--- src/rtl/ac1_acc_reg.sv ---
// ---------------------------------------------------------------------------
// ac1_acc_reg
//
// Accumulation register and beat controller for the first accumulator (AC1).
// The register holds the running partial sum and feeds it straight back to the
// AC1 adder as its shift-register operand. Each valid beat from the adder is
// captured. After NB = M/P beats the sum is offered to the AC2 stage over a
// valid/ready handshake.
//
// Parameters:
//   M  total bits accumulated per result (power of two)
//   P  bits per beat from the bit-adder (power of two, P <= M)
//
// Ports:
//   clk            clock, rising edge
//   rst_n          asynchronous active-low reset
//   start          begin a new accumulation (IDLE, or HOLD with result_ready)
//   flush          synchronous abort back to IDLE, clears the register
//   in_valid       a beat is present on in_from_adder
//   in_from_adder  adder output (bit count plus current register value)
//   out_to_adder   current register value, operand back to the adder
//   busy           high while accumulating or holding a result
//   result         final sum, meaningful while result_valid is high
//   result_valid   result offered to AC2
//   result_ready   AC2 accepts the result
//   ovf_err        (only with AC1_ACC_OVF_CHK_EN) sticky illegal-operand flag
//
// Optional feature macro: AC1_ACC_OVF_CHK_EN
//   When defined, adds the ovf_err output. It goes high when a captured value
//   exceeds M or is smaller than the current register value. The flag clears
//   only on reset or flush.
// ---------------------------------------------------------------------------
module ac1_acc_reg #(
  parameter int M = 16,
  parameter int P = 4
) (
  input  logic                 clk,
  input  logic                 rst_n,
  input  logic                 start,
  input  logic                 flush,
  input  logic                 in_valid,
  input  logic [$clog2(M):0]   in_from_adder,
  output logic [$clog2(M):0]   out_to_adder,
  output logic                 busy,
  output logic [$clog2(M):0]   result,
  output logic                 result_valid,
`ifdef AC1_ACC_OVF_CHK_EN
  output logic                 ovf_err,
`endif
  input  logic                 result_ready
);

  localparam int W  = $clog2(M) + 1;
  localparam int NB = M / P;
  // A one-beat configuration still needs a legal (1-bit) counter.
  localparam int CW = (NB > 1) ? $clog2(NB) : 1;
  localparam logic [CW-1:0] LAST_BEAT = CW'(NB - 1);

  typedef enum logic [1:0] {
    IDLE = 2'd0,
    ACC  = 2'd1,
    HOLD = 2'd2
  } state_t;

  state_t        state_q, state_d;
  logic [W-1:0]  acc_q,   acc_d;
  logic [CW-1:0] cnt_q,   cnt_d;
  logic          capture;

  // State, partial sum and beat counter. All three clear together on reset.
  always_ff @(posedge clk or negedge rst_n) begin
    if (!rst_n) begin
      state_q <= IDLE;
      acc_q   <= '0;
      cnt_q   <= '0;
    end else begin
      state_q <= state_d;
      acc_q   <= acc_d;
      cnt_q   <= cnt_d;
    end
  end

  // Next-state logic. flush overrides everything else. HOLD keeps acc_q
  // frozen until AC2 takes the result. A start seen on the accepting cycle
  // goes straight back to ACC, so back-to-back results have no bubble.
  always_comb begin
    state_d = state_q;
    acc_d   = acc_q;
    cnt_d   = cnt_q;
    capture = 1'b0;
    if (flush) begin
      state_d = IDLE;
      acc_d   = '0;
      cnt_d   = '0;
    end else begin
      unique case (state_q)
        IDLE: begin
          if (start) begin
            state_d = ACC;
            acc_d   = '0;
            cnt_d   = '0;
          end
        end
        ACC: begin
          if (in_valid) begin
            capture = 1'b1;
            acc_d   = in_from_adder;
            if (cnt_q == LAST_BEAT) begin
              cnt_d   = '0;
              state_d = HOLD;
            end else begin
              cnt_d = cnt_q + 1'b1;
            end
          end
        end
        HOLD: begin
          if (result_ready) begin
            if (start) begin
              state_d = ACC;
              acc_d   = '0;
              cnt_d   = '0;
            end else begin
              state_d = IDLE;
            end
          end
        end
        default: begin
          state_d = IDLE;
          acc_d   = '0;
          cnt_d   = '0;
        end
      endcase
    end
  end

  // The outputs depend only on registers. No input reaches them
  // combinationally, so the adder feedback loop is never closed through
  // this block.
  assign out_to_adder = acc_q;
  assign busy         = (state_q != IDLE);
  assign result_valid = (state_q == HOLD);
  assign result       = (state_q == HOLD) ? acc_q : '0;

`ifdef AC1_ACC_OVF_CHK_EN
  logic ovf_q, ovf_d;

  // Sticky error flag. A capture above M, or one below the running sum,
  // means the adder wrapped or was fed an illegal operand.
  always_comb begin
    ovf_d = ovf_q;
    if (flush) begin
      ovf_d = 1'b0;
    end else if (capture && ((in_from_adder > W'(M)) || (in_from_adder < acc_q))) begin
      ovf_d = 1'b1;
    end
  end

  // Register for the sticky flag. Only reset or flush clears it.
  always_ff @(posedge clk or negedge rst_n) begin
    if (!rst_n) begin
      ovf_q <= 1'b0;
    end else begin
      ovf_q <= ovf_d;
    end
  end

  assign ovf_err = ovf_q;
`else
  // Without the error checker, the capture strobe has no consumer.
  logic unusedCapture;
  assign unusedCapture = capture;
`endif

endmodule

--- config.mk ---
export PLATFORM = sky130hd
export DESIGN_NAME = ac1_acc_reg
export DESIGN_NICKNAME = d
export VERILOG_FILES = /design/src/rtl/ac1_acc_reg.sv
export SDC_FILE = /design/constraint.sdc
export NUM_CORES = 1
export LEC_CHECK = 0
export ABC_AREA = 1
export CORE_MARGIN = 2
export CORE_UTILIZATION = 41
export CTS_CLUSTER_SIZE = 12
export DETAILED_ROUTE_END_ITERATION = 12
export PLACE_DENSITY_LB_ADDON = 0.2
export SLEW_MARGIN = 5
export SYNTH_ARGS = -nofsm -noshare
export SYNTH_HDL_FRONTEND = slang
export SYNTH_SLANG_ARGS = --single-unit
--- constraint.sdc ---
create_clock -name clk -period 1.5 [get_ports clk]
set_input_delay 0.15 -clock clk [delete_from_list [all_inputs] [get_ports clk]]
set_output_delay 0.15 -clock clk [all_outputs]
set_load 0.1 [all_outputs]
==> impl_metrics.tcl, run 1 <==
set metrics [dict create \
    outcome "finished with violations" \
    violations "setup timing" \
    worst_path_most_repeated_cell "nor2_4" \
    cts.path.max_buffers 2 \
    num-fill-cells 101 \
    grt_max_degree 15 \
    slew_viol_final 0 \
    vias 549 \
    yosys.area.top_type_share_pct 39.1 \
    rr_endpoint "out_to_adder[4]" \
    clock-root-buffer "clkbuf_4" \
    drive_gt1_share_pct 47.1 \
    drv_cap 0 \
    dieArea_um2 1720 \
    avgSynthCellArea_um2 7.99 \
    reg2reg_depth 7 \
    endpoint_kind "output port" \
    tns_ps -3.36 \
    antennaDiodeCount 0 \
    cp-endpoint "result[3]" \
    clock_sinks 9 \
    ys_seq_elements 9 \
    p_leak_nw 0.442 \
    crit_buf_inv 3 \
    synth_nets 84 \
    synth_area_leaders "dfrtp_1 39%, nand2_1 12%, o21ai_2 11%, nor2_1 7.2%, inv_1 5.9%" \
    start_util_pct 44.2 \
    r2r_start "state_q[0]" \
    postRouteAntennaNets 0 \
    dp_hpwl_um 952 \
    grt_usage_pct 18.6 \
    cts_tree "built" \
    cp_cell_sequence "nor2_4 -> clkinvlp_4 -> buf_6 -> nor2_4 -> buf_12" \
    grt_antenna_before_repair 0 \
    setup_viol 2 \
    clock.fmax_ghz 0.665 \
    finalCriticalPeriod_ps 1500 \
    multiInputGateArea_um2 334 \
    hold_path.class "in2async" \
    ys_seq_area_share_pct 39.1 \
    wl_per_cell_um 11.1 \
    grt_pass1_vias 575 \
    startpoint_type "flip-flop" \
    cp_max_fo 3 \
    gr-total-overflow 0 \
    skew_ps 0.478 \
    gp_congestion 0.761 \
    fin_ws_ps -3.28 \
    synth_area_um2 576 \
    cpPeakStageDelay_ps 430 \
    relSlewSlack_pct 72.0 \
    drt_iter0_drc 7 \
    die_w_um 41.5 \
    port_buffers 22 \
    p_per_area_nw_per_um2 1550 \
    yosys_warnings 0 \
    hold_buffers 0 \
    crit_required_ps 1350 \
    syn2layout_area_growth_pct 80.2 \
    cts.reportedPaths.clkPinSlew_ps 60 \
    io_pins 23 \
    crit_path_top_delay_cell "dfrtp_2" \
    regArea_um2 228 \
    hold_violations 0 \
    totalPowerFinal_mw 1.60 \
    regToRegSetupSlack_ps 210 \
    rsz0062_at_grt "true" \
    synth_cell_types 15 \
    tightestPinTransition_ps 418 \
    final_nets 115 \
    cts_buffers 3 \
    syn_inst 72 \
    peakVddDrop_mv 1.11 \
    critical-path-top-delay-family "flip-flops" \
    grt_pass1_wl_um 2460 \
    insertion_delay_ps 250 \
    cp-startpoint "state_q[0]" \
    crit_type "reg2out" \
    crit_cells 5 \
    vias_per_cell 4.69 \
    die_y_um 41.5 \
    yosys.area.top_type "dfrtp_1" \
    num_rows 13 \
    post-route-drc-count 0 \
    htreeDepth 1 \
    arrival_ps 1350 \
    totalWireLength_um 1300 \
    core_area_um2 1300 \
    post-route-period-util_pct 100 \
    drt_first_pass_iters 4 \
]
[worst register-to-register path: stages, from the launching register on]
cell     delay, ps
dfrtp_2        430
buf_4          160
inv_2           80
nor2_1          50
nand2_2         90
nand3_4        180
nand2_1        130
o21ai_2         50
[Yosys cell counts]
master / n
o21ai_0: 1
inv_2: 2
dfrtp_1: 9
nand2_2: 5
nor2_1: 11
buf_12: 1
inv_1: 9
nand3_4: 1
nor3_4: 1
o21a_1: 1
nor2_2: 3
nand3_1: 2
o21ai_2: 7
nand2_1: 18
ha_1: 1
[cell usage in the layout (no fill, tap or decap)]
| master | synthesis | routed |
|---|---|---|
| buf_12 | 1 | 12 |
| buf_4 | 0 | 3 |
| buf_6 | 0 | 2 |
| clkbuf_1 | 0 | 1 |
| clkbuf_4 | 0 | 3 |
| clkdlybuf4s50_1 | 0 | 10 |
| clkinvlp_4 | 0 | 1 |
| dfrtp_1 | 9 | 7 |
| dfrtp_2 | 0 | 2 |
| ha_1 | 1 | 1 |
| inv_1 | 9 | 8 |
| inv_2 | 2 | 2 |
| nand2_1 | 18 | 18 |
| nand2_2 | 5 | 5 |
| nand3_1 | 2 | 2 |
| nand3_4 | 1 | 1 |
| nor2_1 | 11 | 5 |
| nor2_2 | 3 | 3 |
| nor2_4 | 0 | 6 |
| nor3_4 | 1 | 1 |
| o21a_1 | 1 | 1 |
| o21ai_0 | 1 | 1 |
| o21ai_2 | 7 | 7 |
[sequential cells by signal (all words and copies together), names as in the netlist]
signal,count
cnt_q,2
out_to_adder,5
state_q,2
[worst min-delay path by stage]
| stage | slack (ps) | endpoint | from | cells after the start |
|---|---|---|---|---|
| 3_3_place_gp | 480 | state_q[0] | rst_n | 1 |
| 4_1_cts | 200 | out_to_adder[2] | rst_n | 1 |
| 6_report | 190 | cnt_q[0] | rst_n | 1 |
| 5_1_grt | 220 | out_to_adder[2] | rst_n | 1 |
| 3_5_place_dp | 480 | state_q[0] | rst_n | 1 |
| 2_1_floorplan | -150 | cnt_q[0] | rst_n | 0 |
[stage by stage]
step	util, %	hold slack, ps	cells	instance area [um^2]	setup WS [ps]
floorplan	-	-146	72	621	-563
global placement	73.8	476	108	960	58.2
detailed placement	73.8	481	108	960	26.3
CTS	79.1	204	117	1030	6.32
global route	79.7	223	117	1040	-65.3
finish	79.7	195	117	1040	-3.28
[metal layers]
| metal | vias to the layer above | GRT usage (%) | wire, um |
|---|---|---|---|
| met4 | 0 | 5.81 | 14 |
| met5 | - | 0 | 0 |
| li1 | 282 | - | - |
| met1 | 244 | 21.7 | 546 |
| met2 | 21 | 33.1 | 680 |
| met3 | 2 | 4.78 | 60 |
[power breakdown]
group | total [mW] | internal (mW) | switching (mW)
Combinational | 1.05 | 0.372 | 0.681
Sequential | 0.362 | 0.300 | 0.0622
Clock | 0.188 | 0.102 | 0.0854
Total | 1.60 | 0.775 | 0.829
[cells by family after synthesis]
family | synth area share (%)
simple gates | 35.2
buf+inv | 10.7
compound gates | 12.8
flops | 39.1
fa+ha+maj | 2.17
[timing repair]
item,CTS,global route
pin swaps,2,2
resized for setup,3,2
endpoints found under the setup margin,5,5
setup buffers,5,0
[layout make-up]
class | count | share of cell area (%)
Sequential cell | 9 | 22.0
Timing Repair Buffer | 27 | 37.2
Multi-Input combinational cell | 51 | 32.2
Inverter | 11 | 4.34
Tap cell | 15 | 1.81
Clock buffer | 4 | 2.53
(Power assumes the default switching activity.)
==> run 2, diff against run 1 <==
--- a/config.mk
+++ b/config.mk
@@ -11,6 +11,7 @@
 export CTS_CLUSTER_SIZE = 12
 export DETAILED_ROUTE_END_ITERATION = 12
 export PLACE_DENSITY_LB_ADDON = 0.2
+export SKIP_LAST_GASP = 1
 export SLEW_MARGIN = 5
 export SYNTH_ARGS = -nofsm -noshare
 export SYNTH_HDL_FRONTEND = slang
==> results of run 2 <==
The final DEF is identical to that of run 1; final timing and power are the same.
